$ cat src/rtl/otter_decode_queue.sv
// RV32I decode stage followed by a DEPTH-entry circular buffer of decoded instructions.
// Optional macro OTTER_DECODE_ILLEGAL_EN enables illegal-encoding detection.
module otter_decode_queue #(
    parameter int unsigned PC_W  = 32,
    parameter int unsigned DEPTH = 2
) (
    input  logic                         CLK,
    input  logic                         RST,
    input  logic                         IN_VALID,
    output logic                         IN_READY,
    input  logic [31:0]                  IN_INSTR,
    input  logic [PC_W-1:0]              IN_PC,
    input  logic                         FLUSH,
    output logic                         OUT_VALID,
    input  logic                         OUT_READY,
    output logic [PC_W-1:0]              OUT_PC,
    output logic [4:0]                   OUT_RS1,
    output logic [4:0]                   OUT_RS2,
    output logic [4:0]                   OUT_RD,
    output logic [3:0]                   OUT_ALU_FUN,
    output logic                         OUT_ALU_SRCA,
    output logic [1:0]                   OUT_ALU_SRCB,
    output logic [1:0]                   OUT_RF_WR_SEL,
    output logic                         OUT_REG_WR,
    output logic                         OUT_MEM_WR,
    output logic                         OUT_MEM_RD,
    output logic                         OUT_BRANCH,
    output logic                         OUT_JUMP,
    output logic [2:0]                   OUT_BR_FUNC,
    output logic                         OUT_ILLEGAL,
    output logic [$clog2(DEPTH+1)-1:0]   OUT_COUNT
);

    localparam int unsigned PTR_W = (DEPTH > 1) ? $clog2(DEPTH) : 1;
    localparam int unsigned CNT_W = $clog2(DEPTH + 1);

    localparam logic [6:0] OPC_LUI    = 7'b0110111;
    localparam logic [6:0] OPC_AUIPC  = 7'b0010111;
    localparam logic [6:0] OPC_JAL    = 7'b1101111;
    localparam logic [6:0] OPC_JALR   = 7'b1100111;
    localparam logic [6:0] OPC_BRANCH = 7'b1100011;
    localparam logic [6:0] OPC_LOAD   = 7'b0000011;
    localparam logic [6:0] OPC_STORE  = 7'b0100011;
    localparam logic [6:0] OPC_OP_IMM = 7'b0010011;
    localparam logic [6:0] OPC_OP     = 7'b0110011;
    localparam logic [6:0] OPC_SYSTEM = 7'b1110011;

    typedef struct packed {
        logic [PC_W-1:0] pc;
        logic [4:0]      rs1;
        logic [4:0]      rs2;
        logic [4:0]      rd;
        logic [3:0]      alu_fun;
        logic            alu_srca;
        logic [1:0]      alu_srcb;
        logic [1:0]      rf_wr_sel;
        logic            reg_wr;
        logic            mem_wr;
        logic            mem_rd;
        logic            branch;
        logic            jump;
        logic [2:0]      br_func;
        logic            illegal;
    } entry_t;

    logic [6:0] opcode;
    logic [2:0] func3;
    logic       known_c;
    entry_t     dec_c;

    assign opcode = IN_INSTR[6:0];
    assign func3  = IN_INSTR[14:12];

    // Input-side decode; only the decoded entry is stored.
    always_comb begin
        dec_c           = '0;
        known_c         = 1'b1;
        dec_c.pc        = IN_PC;
        dec_c.rs1       = IN_INSTR[19:15];
        dec_c.rs2       = IN_INSTR[24:20];
        dec_c.rd        = IN_INSTR[11:7];
        dec_c.br_func   = func3;
        dec_c.rf_wr_sel = 2'd3;
        case (opcode)
            OPC_LUI: begin
                dec_c.alu_fun  = 4'b1001;
                dec_c.alu_srca = 1'b1;
                dec_c.reg_wr   = 1'b1;
            end
            OPC_AUIPC: begin
                dec_c.alu_srca = 1'b1;
                dec_c.alu_srcb = 2'd3;
                dec_c.reg_wr   = 1'b1;
            end
            OPC_JAL, OPC_JALR: begin
                dec_c.alu_srcb  = 2'd1;
                dec_c.rf_wr_sel = 2'd0;
                dec_c.reg_wr    = 1'b1;
                dec_c.jump      = 1'b1;
            end
            OPC_BRANCH: dec_c.branch = 1'b1;
            OPC_LOAD: begin
                dec_c.alu_srcb  = 2'd1;
                dec_c.rf_wr_sel = 2'd2;
                dec_c.reg_wr    = 1'b1;
                dec_c.mem_rd    = 1'b1;
            end
            OPC_STORE: begin
                dec_c.alu_srcb = 2'd2;
                dec_c.mem_wr   = 1'b1;
            end
            OPC_OP_IMM: begin
                dec_c.alu_fun  = (func3 == 3'b101) ? {IN_INSTR[30], func3} : {1'b0, func3};
                dec_c.alu_srcb = 2'd1;
                dec_c.reg_wr   = 1'b1;
            end
            OPC_OP: begin
                dec_c.alu_fun = {IN_INSTR[30], func3};
                dec_c.reg_wr  = 1'b1;
            end
            OPC_SYSTEM: begin
                dec_c.alu_fun   = 4'b1001;
                dec_c.rf_wr_sel = 2'd1;
                dec_c.reg_wr    = 1'b1;
            end
            default: known_c = 1'b0;
        endcase
`ifdef OTTER_DECODE_ILLEGAL_EN
        dec_c.illegal = !known_c || (IN_INSTR[1:0] != 2'b11)
                     || ((opcode == OPC_OP) && (IN_INSTR[31:25] != 7'b0000000)
                                            && (IN_INSTR[31:25] != 7'b0100000))
                     || ((opcode == OPC_OP) && (IN_INSTR[31:25] == 7'b0100000)
                                            && (func3 != 3'b000) && (func3 != 3'b101))
                     || ((opcode == OPC_BRANCH) && ((func3 == 3'b010) || (func3 == 3'b011)));
        if (dec_c.illegal) begin
            dec_c.reg_wr = 1'b0;
            dec_c.mem_wr = 1'b0;
            dec_c.mem_rd = 1'b0;
            dec_c.branch = 1'b0;
            dec_c.jump   = 1'b0;
        end
`else
        dec_c.illegal = 1'b0;
`endif
    end

`ifndef OTTER_DECODE_ILLEGAL_EN
    logic unused_c;
    assign unused_c = ^{IN_INSTR[31], IN_INSTR[29:25], known_c};
`endif

    entry_t             mem_q [DEPTH];
    logic [PTR_W-1:0]   wr_ptr_q, wr_ptr_d;
    logic [PTR_W-1:0]   rd_ptr_q, rd_ptr_d;
    logic [CNT_W-1:0]   count_q, count_d;
    logic               push_c, pop_c;
    entry_t             head_c;

    assign IN_READY  = (count_q < CNT_W'(DEPTH));
    assign OUT_VALID = (count_q != '0);
    assign push_c    = IN_VALID && IN_READY;
    assign pop_c     = OUT_VALID && OUT_READY;

    // Flush wins over push/pop; pointers wrap naturally since DEPTH is a power of two.
    always_comb begin
        wr_ptr_d = wr_ptr_q;
        rd_ptr_d = rd_ptr_q;
        count_d  = count_q;
        if (FLUSH) begin
            wr_ptr_d = '0;
            rd_ptr_d = '0;
            count_d  = '0;
        end else begin
            if (push_c) wr_ptr_d = wr_ptr_q + PTR_W'(1);
            if (pop_c)  rd_ptr_d = rd_ptr_q + PTR_W'(1);
            case ({push_c, pop_c})
                2'b10:   count_d = count_q + CNT_W'(1);
                2'b01:   count_d = count_q - CNT_W'(1);
                default: count_d = count_q;
            endcase
        end
    end

    always_ff @(posedge CLK) begin
        if (RST) begin
            wr_ptr_q <= '0;
            rd_ptr_q <= '0;
            count_q  <= '0;
        end else begin
            wr_ptr_q <= wr_ptr_d;
            rd_ptr_q <= rd_ptr_d;
            count_q  <= count_d;
        end
    end

    always_ff @(posedge CLK) begin
        if (push_c && !FLUSH && !RST) mem_q[wr_ptr_q] <= dec_c;
    end

    assign head_c        = OUT_VALID ? mem_q[rd_ptr_q] : '0;
    assign OUT_PC        = head_c.pc;
    assign OUT_RS1       = head_c.rs1;
    assign OUT_RS2       = head_c.rs2;
    assign OUT_RD        = head_c.rd;
    assign OUT_ALU_FUN   = head_c.alu_fun;
    assign OUT_ALU_SRCA  = head_c.alu_srca;
    assign OUT_ALU_SRCB  = head_c.alu_srcb;
    assign OUT_RF_WR_SEL = head_c.rf_wr_sel;
    assign OUT_REG_WR    = head_c.reg_wr;
    assign OUT_MEM_WR    = head_c.mem_wr;
    assign OUT_MEM_RD    = head_c.mem_rd;
    assign OUT_BRANCH    = head_c.branch;
    assign OUT_JUMP      = head_c.jump;
    assign OUT_BR_FUNC   = head_c.br_func;
    assign OUT_ILLEGAL   = head_c.illegal;
    assign OUT_COUNT     = count_q;

endmodule

$ cat config.mk
export PLATFORM = sky130hd
export DESIGN_NAME = otter_decode_queue
export DESIGN_NICKNAME = d
export VERILOG_FILES = /design/src/rtl/otter_decode_queue.sv
export SDC_FILE = /design/constraint.sdc
export NUM_CORES = 1
export LEC_CHECK = 0
export BUFFER_PORTS_ARGS = -buffer_cell sky130_fd_sc_hd__buf_2
export CORE_UTILIZATION = 56
export DETAILED_ROUTE_END_ITERATION = 7
export GPL_ROUTABILITY_DRIVEN = 0
export GPL_TIMING_DRIVEN = 0
export PLACE_DENSITY = 0.93
export SETUP_SLACK_MARGIN = 0.3
export SYNTH_ARGS = -nofsm -noshare
export SYNTH_HDL_FRONTEND = slang
export SYNTH_SLANG_ARGS = --single-unit
$ cat constraint.sdc
create_clock -name CLK -period 17.4 [get_ports CLK]
set_clock_uncertainty 0.05 [all_clocks]
set_input_delay 0.87 -clock CLK [delete_from_list [all_inputs] [get_ports CLK]]
set_output_delay 0.87 -clock CLK [all_outputs]
set_load 0.01 [all_outputs]
==> results.ini, run 1 <==
[clocking]
post-cts-setup-buffer-count = 0
insertion_delay_ns = 0.49
clk_path_buf_depth = 2
postCtsResizedCells = 0
clockRootBuffer = clkbuf_8
cts.sinks = 133
numCtsBuffers = 17
htree_levels = 4
path_clk_slew_ns = 0.06
tritoncts = done
postCtsHoldBufs = 0

[floorplanning]
die_w_um = 99.3
design.core.area_sq_mm = 0.00920
die-area_sq_mm = 0.00986
die_h_um = 99.3
ios = 138
fp-row-count = 35
start_util = 0.576

[global_routing]
grt_max_degree = 65
overflow = 0
grt_usage = 0.211
grt_pass1_wl_mm = 15.4
antenna_found_initial = 0
grt_pass1_vias = 3284

[critical_path]
crit_required_ns = 16.48
r2r_cells = 7
end_kind = primary output
r2r-start = OUT_COUNT[1]
arrival_ns = 1.90
worstSetupPathType = reg2out
r2r_slack_ns = 15.25
cp_max_fo = 10
start_kind = flop
worstReg2RegEnd = mem_q[0][32]

[timing]
setup_violations = 0
holdWs_ns = 0.506
worst_slew_pin_slew_ns = 0.902
period_share = 0.162
tns_ns = 0
layout_min_cycle_time_ns = 2.82
finalHoldViolations = 0
fin_ws_ns = 14.58
fmax_mhz = 355
rsz0062_at_grt = no
slew_headroom = 0.399
slew_violations = 0

[placement]
io_buffers = 130
place_hpwl_mm = 6.62
pre_cts_ws_ns = 14.65

[yosys]
yosysTopAreaCell = edfxtp_1
synth_cell_types = 35
async_flop_share = 0
yosys_warnings = 0
synth_nets = 412
synthCells = 342
synth_enable_flop_cells = 128
synth_top_area_share = 0.725
ys_seq_area_frac = 0.744
synth.area.top_cells = edfxtp_1 73%, mux2i_1 12%, nor2_1 5.2%
mappedNetlistArea_sq_mm = 0.00530
ys.flop_type = edfxtp_1
syn_avg_cell_area_sq_um = 15.5
synth-seq-cells = 133

[worst_hold_path]
hp-start = IN_PC[23]
hold_end = mem_q[0][55]
hold_depth = 1
hp-class = in2reg

[cells_and_area]
fin_nets = 569
areaGrowthSynthToFinish_pct = 27.1
layout-drive-gt1-share = 0.371
antenna_cells = 0

[detailed_routing]
ant_nets = 0
dr.pass1.iters = 6
routed_wl_mm = 9.83
viasPerCell = 5.30
wl_per_cell_um = 15.8
via_count = 3301
drc = 0
first_iter_violations = 132

[power_and_ir_drop]
ir_drop_v = 0.0000674
powerDensity_mw_per_mm2 = 111
leakagePower_nw = 2.58

[flow_run]
drv_cap = 0

[status]
status = complete, no violations

placed cells by master, fill, tap and decap left out, types with 4 or more instances in the layout:
master	count
buf_2	144
edfxtp_1	128
nor2_1	73
mux2i_1	64
clkbuf_16	16
buf_4	8
dfxtp_1	5
nor3_1	5
inv_6	5
o21ai_0	4
inv_1	4
clkinvlp_4	4
per-layer routing:
layer | part of all wire | vias up | track usage
met1 | 0.40 | 1591 | 0.243
li1 | - | 1577 | -
met3 | 0.050 | 11 | 0.0443
met5 | 0 | - | 0
met2 | 0.54 | 122 | 0.383
met4 | 0.0088 | 0 | 0.0882
how the worst max path moves through the flow:
stage                      end  slack (ns)  cells after the start
3_5_place_dp      mem_q[0][26]       14.65                      8
2_1_floorplan      mem_q[0][0]        9.49                      3
4_1_cts        OUT_ALU_SRCB[0]       14.53                      5
6_report            OUT_PC[21]       14.58                      5
5_1_grt             OUT_PC[19]       14.44                      5
3_3_place_gp      mem_q[0][26]        6.66                      4
synthesized netlist by cell type (3+ instances only):
cell type and count:
edfxtp_1 128, dfxtp_1 5, nor2b_1 3, inv_1 4
nor2_1 73, o21ai_0 4, or3_1 3, xor2_1 3
a21oi_1 3, nand2_1 3, and3_1 3, buf_2 14
mux2i_1 64, nor3_1 5
where the power goes:
group	internal, mW	switching, mW	leakage (nW)	total, mW
combinational	0.0217	0.0304	1.09	0.0520
sequential	0.357	0.00190	1.22	0.359
clock	0.206	0.132	0.266	0.338
state kept, by name, indices dropped and copies added, names as in the netlist, named ones only:
name and cells:
OUT_COUNT 2, mem_q 128, rd_ptr_q 1, wr_ptr_q 1
worst max-delay path, cell delays in order, from the launching register on:
cell and delay [ns]:
dfxtp_1 0.30, buf_2 0.27, buf_2 0.36, mux2i_1 0.28, nor2_1 0.06, buf_2 0.14
area by class of cell:
type                            count  area [sq um]
Timing Repair Buffer              138           718
Sequential cell                   133          3940
Buffer                             18           100
Multi-Input combinational cell    187          1250
Tap cell                          111           139
Fill cell                         597          2460
Clock inverter                     13           148
Clock buffer                       19           422
Inverter                            4          15.0
stage by stage:
| stage | instance area (sq um) | utilization | total power, mW | instances |
|---|---|---|---|---|
| 2_1_floorplan | 5300 | - | 0.394 | 342 |
| 3_3_place_gp | 6090 | 0.662 | 0.416 | 583 |
| 3_5_place_dp | 6170 | 0.671 | 0.418 | 591 |
| 4_1_cts | 6740 | 0.733 | 0.754 | 623 |
| 5_1_grt | 6740 | 0.733 | 0.775 | 623 |
| 6_report | 6740 | 0.733 | 0.750 | 623 |
cells by family after synthesis:
family	count (synthesis)	synth area share
other cells	1	0.000708
xor+xnor	5	0.00827
mux	64	0.121
fa+ha+maj	1	0.00236
simple gates	104	0.0885
compound gates	12	0.0132
buf+inv	22	0.0217
flops	133	0.744
(Power assumes the default switching activity.)
==> run 2: changes to the inputs <==
--- a/config.mk
+++ b/config.mk
@@ -6,11 +6,11 @@
 export NUM_CORES = 1
 export LEC_CHECK = 0
 export BUFFER_PORTS_ARGS = -buffer_cell sky130_fd_sc_hd__buf_2
-export CORE_UTILIZATION = 56
+export CORE_UTILIZATION = 47
 export DETAILED_ROUTE_END_ITERATION = 7
 export GPL_ROUTABILITY_DRIVEN = 0
 export GPL_TIMING_DRIVEN = 0
-export PLACE_DENSITY = 0.93
+export PLACE_DENSITY = 0.84
 export SETUP_SLACK_MARGIN = 0.3
 export SYNTH_ARGS = -nofsm -noshare
 export SYNTH_HDL_FRONTEND = slang
==> constraint.sdc (replaced) <==
create_clock -name CLK -period 2.5 [get_ports CLK]
set_clock_uncertainty 0.05 [all_clocks]
set_input_delay 0.125 -clock CLK [delete_from_list [all_inputs] [get_ports CLK]]
set_output_delay 0.125 -clock CLK [all_outputs]
set_load 0.01 [all_outputs]
==> run 2 against run 1 <==
Final area increased by 9.1%. Core utilization decreased by 6.0 points. Via count increased by 6.8%. Routed wire length increased by 12%. First-iteration DRC count increased by 17%. Setup slack got worse by 14 ns. Clock power increased to 7.2 times the previous value. Sequential power increased to 7.0 times the previous value. Power increased to 7.2 times the previous value. Critical path depth unchanged. Count of clock-buffer cells in the layout decreased by 1. Non-clock buffer count increased by 52. Largest power group unchanged.
==> results.ini, run 2 (synthesis gave the netlist of run 1 again) <==
[clocking]
cts.sinks = 133  ; unchanged
clk_path_buf_depth = 2  ; unchanged
clockRootBuffer = clkbuf_16  ; was clkbuf_8
htree_levels = 4  ; unchanged
tritoncts = done  ; unchanged
insertion_delay_ns = 0.40  ; was 0.49 ns
numCtsBuffers = 17  ; unchanged
path_clk_slew_ns = 0.06  ; about the same

[power_and_ir_drop]
ir_drop_v = 0.000440  ; was 0.0000674 V
pwr-share-seq = 0.464  ; was 0.479
comb_power_share = 0.082  ; was 0.069
p_sw_frac = 0.211  ; was 0.219
pwr-share-clk = 0.454  ; was 0.451
leakagePower_nw = 2.82  ; was 2.58 nW
p_int_mw = 4.25  ; was 585 uW
switchingPower_mw = 1.14  ; was 165 uW
powerDensity_mw_per_mm2 = 733  ; was 111 mW/mm^2

[detailed_routing]
routed_wl_mm = 11.0  ; was 9.83 mm
first_iter_violations = 155  ; was 132
dr.pass1.iters = 4  ; was 6
drc = 0  ; unchanged
via_count = 3524  ; was 3,301
ant_nets = 0  ; unchanged
wl_per_cell_um = 15.6  ; was 15.8 um
viasPerCell = 5.01  ; was 5.30

[floorplanning]
fp-row-count = 38  ; was 35
die-area_sq_mm = 0.0117  ; was 0.00986 sq mm
die_w_um = 108  ; was 99.3 um
design.core.area_sq_mm = 0.0109  ; was 0.00920 sq mm
start_util = 0.485  ; was 0.576
die_h_um = 108  ; was 99.3 um
ios = 138  ; unchanged

[timing]
layout_min_cycle_time_ns = 2.06
finalHoldViolations = 0  ; unchanged
slew_headroom = 0.396  ; was 0.399
rsz0062_at_grt = no  ; unchanged
period_share = 0.826
setup_violations = 0  ; unchanged
slew_violations = 0  ; unchanged
fin_ws_ns = 0.436  ; was 14.58 ns
fmax_mhz = 485
worst_slew_pin_slew_ns = 0.907  ; was 0.902 ns
holdWs_ns = 0.0405  ; was 0.506 ns

[global_routing]
overflow = 0  ; unchanged
grt_pass1_wl_mm = 16.8  ; was 15.4 mm
grt_max_degree = 65  ; unchanged
grt_usage = 0.196  ; was 0.211
grt.met1_usage = 0.218  ; was 0.243
met3_usage = 0.0500  ; was 0.0443
top_usage_layer = met2  ; unchanged
met2_usage = 0.355  ; was 0.383
antenna_found_initial = 0  ; unchanged
grt_pass1_vias = 3562  ; was 3,284

[critical_path]
worstSetupPathType = reg2out  ; unchanged
arrival_ns = 1.89  ; was 1.90 ns
end_kind = primary output  ; unchanged
crit_required_ns = 2.33  ; was 16.48 ns
start_kind = flop  ; unchanged
cp_max_fo = 10  ; unchanged

[cells_and_area]
antenna_cells = 0  ; unchanged
fin_nets = 621  ; was 569
layout-drive-gt1-share = 0.339  ; was 0.371
layout_common_cells = 144 x buf_2, 128 x edfxtp_1, 73 x nor2_1  ; unchanged
largest_reg_flops = 128  ; unchanged
regMostFlops = mem_q  ; unchanged
nFillCells = 766  ; was 597
areaGrowthSynthToFinish_pct = 38.7  ; was 27.1%
final_cells = 704  ; was 623
final_common_cell = buf_2  ; unchanged

[placement]
placed_cells = 616  ; was 591
place_hpwl_mm = 6.77  ; was 6.62 mm
pre_cts_ws_ns = 0.162  ; was 14.65 ns
io_buffers = 130  ; unchanged

[worst_hold_path]
hp-class = in2reg  ; unchanged

[status]
status = complete, no violations  ; unchanged

[flow_run]
drv_cap = 0  ; unchanged

## run 2: changes by cell type in the layout (fill, tap and decap cells not counted), moves of 2 or more
| cell | change |
|---|---|
| clkinv_1 | +2 |
| buf_4 | -3 |
| clkinv_2 | +2 |
| buf_8 | +3 |
| inv_6 | -4 |
| dlygate4sd3_1 | +53 |
## run 2: what timing repair did
item,4_1_cts,5_1_grt
buffers inserted,3,0
hold endpoints to repair,104,0
hold buffers,53,0
resized for setup,0,0
endpoints found under the setup margin,28,0
## run 2: final timing paths
check	startpoint	to	slack (ns)	cells past startpoint
worst max register to register	OUT_COUNT[1]	mem_q[1][3]	0.69	2
worst min register to register	OUT_COUNT[1]	OUT_COUNT[1]	0.51	2
worst min-delay path	IN_INSTR[3]	mem_q[0][11]	0.04	2
worst max-delay path	flop	OUT_PC[18]	0.44	5
## run 2: per-stage QoR
| stage | setup TNS [ns] | util | area (sq um) | power (mW) |
|---|---|---|---|---|
| floorplan | -39.82 | - | 5320 | 2.74 |
| global placement | -99.53 | 0.562 | 6150 | 2.89 |
| detailed placement | 0 | 0.568 | 6210 | 2.92 |
| global route | 0 | 0.672 | 7350 | 5.54 |
| finish | 0 | 0.672 | 7350 | 5.39 |
| CTS | 0 | 0.672 | 7350 | 5.42 |
## run 2: power groups by stage
| stage | registers, mW | clock network, mW | logic (mW) |
|---|---|---|---|
| 2_1_floorplan | 2.55 | 0 | 0.190 |
| 3_5_place_dp | 2.55 | 0 | 0.368 |
| 6_report | 2.50 | 2.45 | 0.442 |
| 3_3_place_gp | 2.55 | 0 | 0.345 |
| 4_1_cts | 2.50 | 2.48 | 0.438 |
| 5_1_grt | 2.50 | 2.56 | 0.483 |
## run 2: area by class of cell
type	count	area, sq um	share of cell area
buffer	18	100	0.0136
clock buffer	18	429	0.0584
clock inverter	14	160	0.0218
inverter	4	15.0	0.00204
multi-input combinational	187	1270	0.172
sequential	133	3950	0.537
tap	140	175	0.0238
timing repair buffer	190	1260	0.171
## run 2: worst max-delay path: stages, from the launching register on
cell	delay, ns
dfxtp_1	0.30
buf_2	0.29
buf_2	0.38
mux2i_1	0.29
nor2_1	0.07
buf_2	0.15
## run 2: layer usage
metal,wire (um),share of wire,vias to the layer above
met5,0,0,-
met4,163,0.015,0
li1,-,-,1684
met3,668,0.061,16
met1,4440,0.40,1697
met2,5720,0.52,127
==> run 3: changes to the inputs <==
--- a/config.mk
+++ b/config.mk
@@ -5,12 +5,13 @@
 export SDC_FILE = /design/constraint.sdc
 export NUM_CORES = 1
 export LEC_CHECK = 0
+export ABC_AREA = 1
 export BUFFER_PORTS_ARGS = -buffer_cell sky130_fd_sc_hd__buf_2
-export CORE_UTILIZATION = 47
+export CORE_UTILIZATION = 52
 export DETAILED_ROUTE_END_ITERATION = 7
 export GPL_ROUTABILITY_DRIVEN = 0
 export GPL_TIMING_DRIVEN = 0
-export PLACE_DENSITY = 0.84
+export PLACE_DENSITY = 0.88
 export SETUP_SLACK_MARGIN = 0.3
 export SYNTH_ARGS = -nofsm -noshare
 export SYNTH_HDL_FRONTEND = slang
==> constraint.sdc (replaced) <==
create_clock -name CLK -period 2.05 [get_ports CLK]
set_clock_uncertainty 0.05 [all_clocks]
set_input_delay 0.1025 -clock CLK [delete_from_list [all_inputs] [get_ports CLK]]
set_output_delay 0.1025 -clock CLK [all_outputs]
set_load 0.01 [all_outputs]
==> run 3 against run 2 <==
Worst hold slack better by 0.22 ns. Critical path type unchanged. Count of clock-buffer cells in the layout increased by 1. Highest routed layer unchanged. Largest cell class unchanged. Register-to-register slack lost 0.18 ns. Power rose by 24%. Critical endpoint is now OUT_PC[0]. Setup slack got worse by 0.13 ns.
==> results.ini, run 3 <==
[status]
status = complete, no violations  ; unchanged

[cells_and_area]
fin_util = 0.805  ; was 0.672
layout_common_cells = 147 x nand2_1, 130 x buf_2, 128 x edfxtp_1  ; was 144 x buf_2, 128 x edfxtp_1, 73 x nor2_1
multi_input_area_sq_mm = 0.00126  ; was 0.00127 sq mm
regArea_sq_mm = 0.00396  ; was 0.00395 sq mm
fin_nets = 735  ; was 621
largest_reg_flops = 128  ; unchanged
layout-drive-gt1-share = 0.353  ; was 0.339
areaGrowthSynthToFinish_pct = 49.2  ; was 38.7%
regMostFlops = mem_q  ; unchanged
final_cells = 811  ; was 704
nFillCells = 529  ; was 766
final_common_cell = nand2_1  ; was buf_2
antenna_cells = 0  ; unchanged

[clocking]
insertion_delay_ns = 0.51  ; was 0.40 ns
numCtsBuffers = 17  ; unchanged
path_clk_slew_ns = 0.06  ; about the same
htree_levels = 4  ; unchanged
clockRootBuffer = clkbuf_8  ; was clkbuf_16
clk_path_buf_depth = 2  ; unchanged
cts.sinks = 133  ; unchanged
tritoncts = done  ; unchanged

[placement]
pre_cts_ws_ns = -0.0836  ; was 0.162 ns
place_hpwl_mm = 7.44  ; was 6.77 mm
placed_cells = 704  ; was 616
io_buffers = 130  ; unchanged

[power_and_ir_drop]
power.total_mw = 6.69  ; was 5.39 mW
ir_drop_v = 0.000556  ; was 0.000440 V
powerDensity_mw_per_mm2 = 843  ; was 733 mW/mm^2
leakagePower_nw = 3.29  ; was 2.82 nW

[critical_path]
critPathMaxStageDelay_ns = 0.40  ; was 0.38 ns
slowest_stage = dfxtp_4  ; was buf_2
path_cells = buf_12, buf_8, nand2_1, a21oi_2, buf_2  ; was buf_2, buf_2, mux2i_1, nor2_1, buf_2
crit_cells = 5  ; unchanged
cp_max_fo = 10  ; unchanged
arrival_ns = 1.60  ; was 1.89 ns
crit_family = buffers and inverters  ; unchanged
start_kind = flop  ; unchanged
end_kind = primary output  ; unchanged
r2r_cells = 5  ; was 2
worstSetupPathType = reg2out  ; unchanged
cp_num_buf_inv = 3  ; unchanged
crit_required_ns = 1.90  ; was 2.33 ns

[worst_hold_path]
hp-class = in2reg  ; unchanged
hold_depth = 2  ; unchanged

[floorplanning]
design.core.area_sq_mm = 0.00986  ; was 0.0109 sq mm
fp-row-count = 36  ; was 38
die_w_um = 103  ; was 108 um
start_util = 0.539  ; was 0.485
die_h_um = 103  ; was 108 um
die-area_sq_mm = 0.0106  ; was 0.0117 sq mm
ios = 138  ; unchanged

[detailed_routing]
drc = 0  ; unchanged
dr.pass1.iters = 5  ; was 4
first_iter_violations = 185  ; was 155
routed_wl_mm = 13.6  ; was 11.0 mm
wl_per_cell_um = 16.7  ; was 15.6 um
viasPerCell = 5.18  ; was 5.01
via_count = 4198  ; was 3,524
ant_nets = 0  ; unchanged

[yosys]
mappedNetlistArea_sq_mm = 0.00532  ; was 0.00530 sq mm
synth_nets = 506  ; was 412
synth-seq-cells = 133  ; unchanged
yosys_warnings = 0  ; unchanged
yosysTopAreaCell = edfxtp_1  ; unchanged
ys.flop_type = edfxtp_1  ; unchanged
syn_avg_cell_area_sq_um = 12.2  ; was 15.5 sq um
yosysMostFrequentCell = nand2_1  ; was edfxtp_1
async_flop_share = 0  ; unchanged
synth_cell_types = 20  ; was 35
synth_enable_flop_cells = 128  ; unchanged
synth.area.top_cells = edfxtp_1 72%, nand2_1 11%, a21oi_1 6.3%  ; was edfxtp_1 73%, mux2i_1 12%, nor2_1 5.2%
ys_top_cells_by_count = 150 x nand2_1, 128 x edfxtp_1, 67 x a21oi_1, 28 x nor2_1, 17 x inv_1  ; was 128 x edfxtp_1, 73 x nor2_1, 64 x mux2i_1, 14 x buf_2
synth_top_area_share = 0.723  ; was 0.725
synthCells = 436  ; was 342
ys_seq_area_frac = 0.741  ; was 0.744

[timing]
fin_ws_ns = 0.301  ; was 0.436 ns
finalHoldViolations = 0  ; unchanged
rsz0062_at_grt = yes  ; was no
setup_violations = 0  ; unchanged
period_share = 0.853
fmax_mhz = 572
layout_min_cycle_time_ns = 1.75
slew_violations = 0  ; unchanged
tns_ns = 0  ; unchanged

[global_routing]
grt_usage = 0.250  ; was 0.196
grt_pass1_wl_mm = 19.1  ; was 16.8 mm
grt_max_degree = 30  ; was 65
antenna_found_initial = 0  ; unchanged
overflow = 0  ; unchanged
grt_pass1_vias = 4109  ; was 3,562

[flow_run]
drv_cap = 0  ; unchanged

run 3: cell count changes after synthesis, moves of 5 or more:
cell / before / now
nand3_1: 2 / 7
mux2i_1: 64 / 0
inv_1: 4 / 17
buf_2: 14 / 7
nor2_1: 73 / 28
nand2_1: 3 / 150
buf_6: 1 / 8
a21oi_1: 3 / 67
run 3: worst register-to-register path: cells and delay by family, from the launching register on:
kind	cells	cell delay, ns
buffers and inverters	3	0.49
DFF	1	0.37
and+or+nand+nor	2	0.32
run 3: cell families (layout without fill, tap and decap cells):
logic type | after synthesis | count (layout) | share of synthesized area
AO/OA/AOI/OAI | 71 | 71 | 0.0670
adder cells (fa/ha/maj) | 1 | 1 | 0.00235
buffers and inverters | 40 | 282 | 0.0489
flip-flops | 133 | 133 | 0.741
other | 1 | 1 | 0.000705
AND/OR/NAND/NOR | 190 | 190 | 0.139
run 3: report_power, final:
part	internal [mW]	switching, mW
sequential	3.02	0.0150
clock	1.97	1.10
combinational	0.284	0.295
run 3: cell type report:
class                   count  share of cell area
plain buffers              21              0.0396
multi-input cells         263               0.159
clock buffers              19              0.0531
well taps                 133              0.0210
flip-flops and latches    133               0.498
repair buffers            210               0.196
inverters                  19              0.0102
clock inverters            13              0.0227
run 3: what timing repair did:
action / in CTS / in global routing
gates resized for setup: 27 / 49
buffers inserted: 3 / 4
hold endpoints to repair: 123 / 0
endpoints found under the setup margin: 115 / 111
hold buffers: 62 / 0
pin swaps: 2 / 8
gates cloned: 3 / 3
run 3: worst paths after layout:
check                           slack (ns)          from      endpoint
worst min register to register        0.41      wr_ptr_q      wr_ptr_q
worst max-delay path                  0.30          flop     OUT_PC[0]
worst max register to register        0.51  OUT_COUNT[1]  mem_q[1][28]
worst min-delay path                  0.26      IN_PC[7]  mem_q[0][39]
run 3: metrics by stage:
| stage | hold WS, ns | instance area, sq um |
|---|---|---|
| after floorplan | 0.151 | 5350 |
| after global placement | 0.241 | 6170 |
| after detailed placement | 0.245 | 6270 |
| after CTS | 0.229 | 7650 |
| after global routing | 0.242 | 7940 |
| final | 0.256 | 7940 |
run 3: per-layer routing:
metal | track usage | wire [um] | vias up
met5 | 0 | 0 | -
met4 | 0.119 | 165 | 0
met3 | 0.0847 | 1030 | 18
met2 | 0.453 | 7410 | 213
met1 | 0.259 | 4980 | 1993
li1 | - | - | 1974
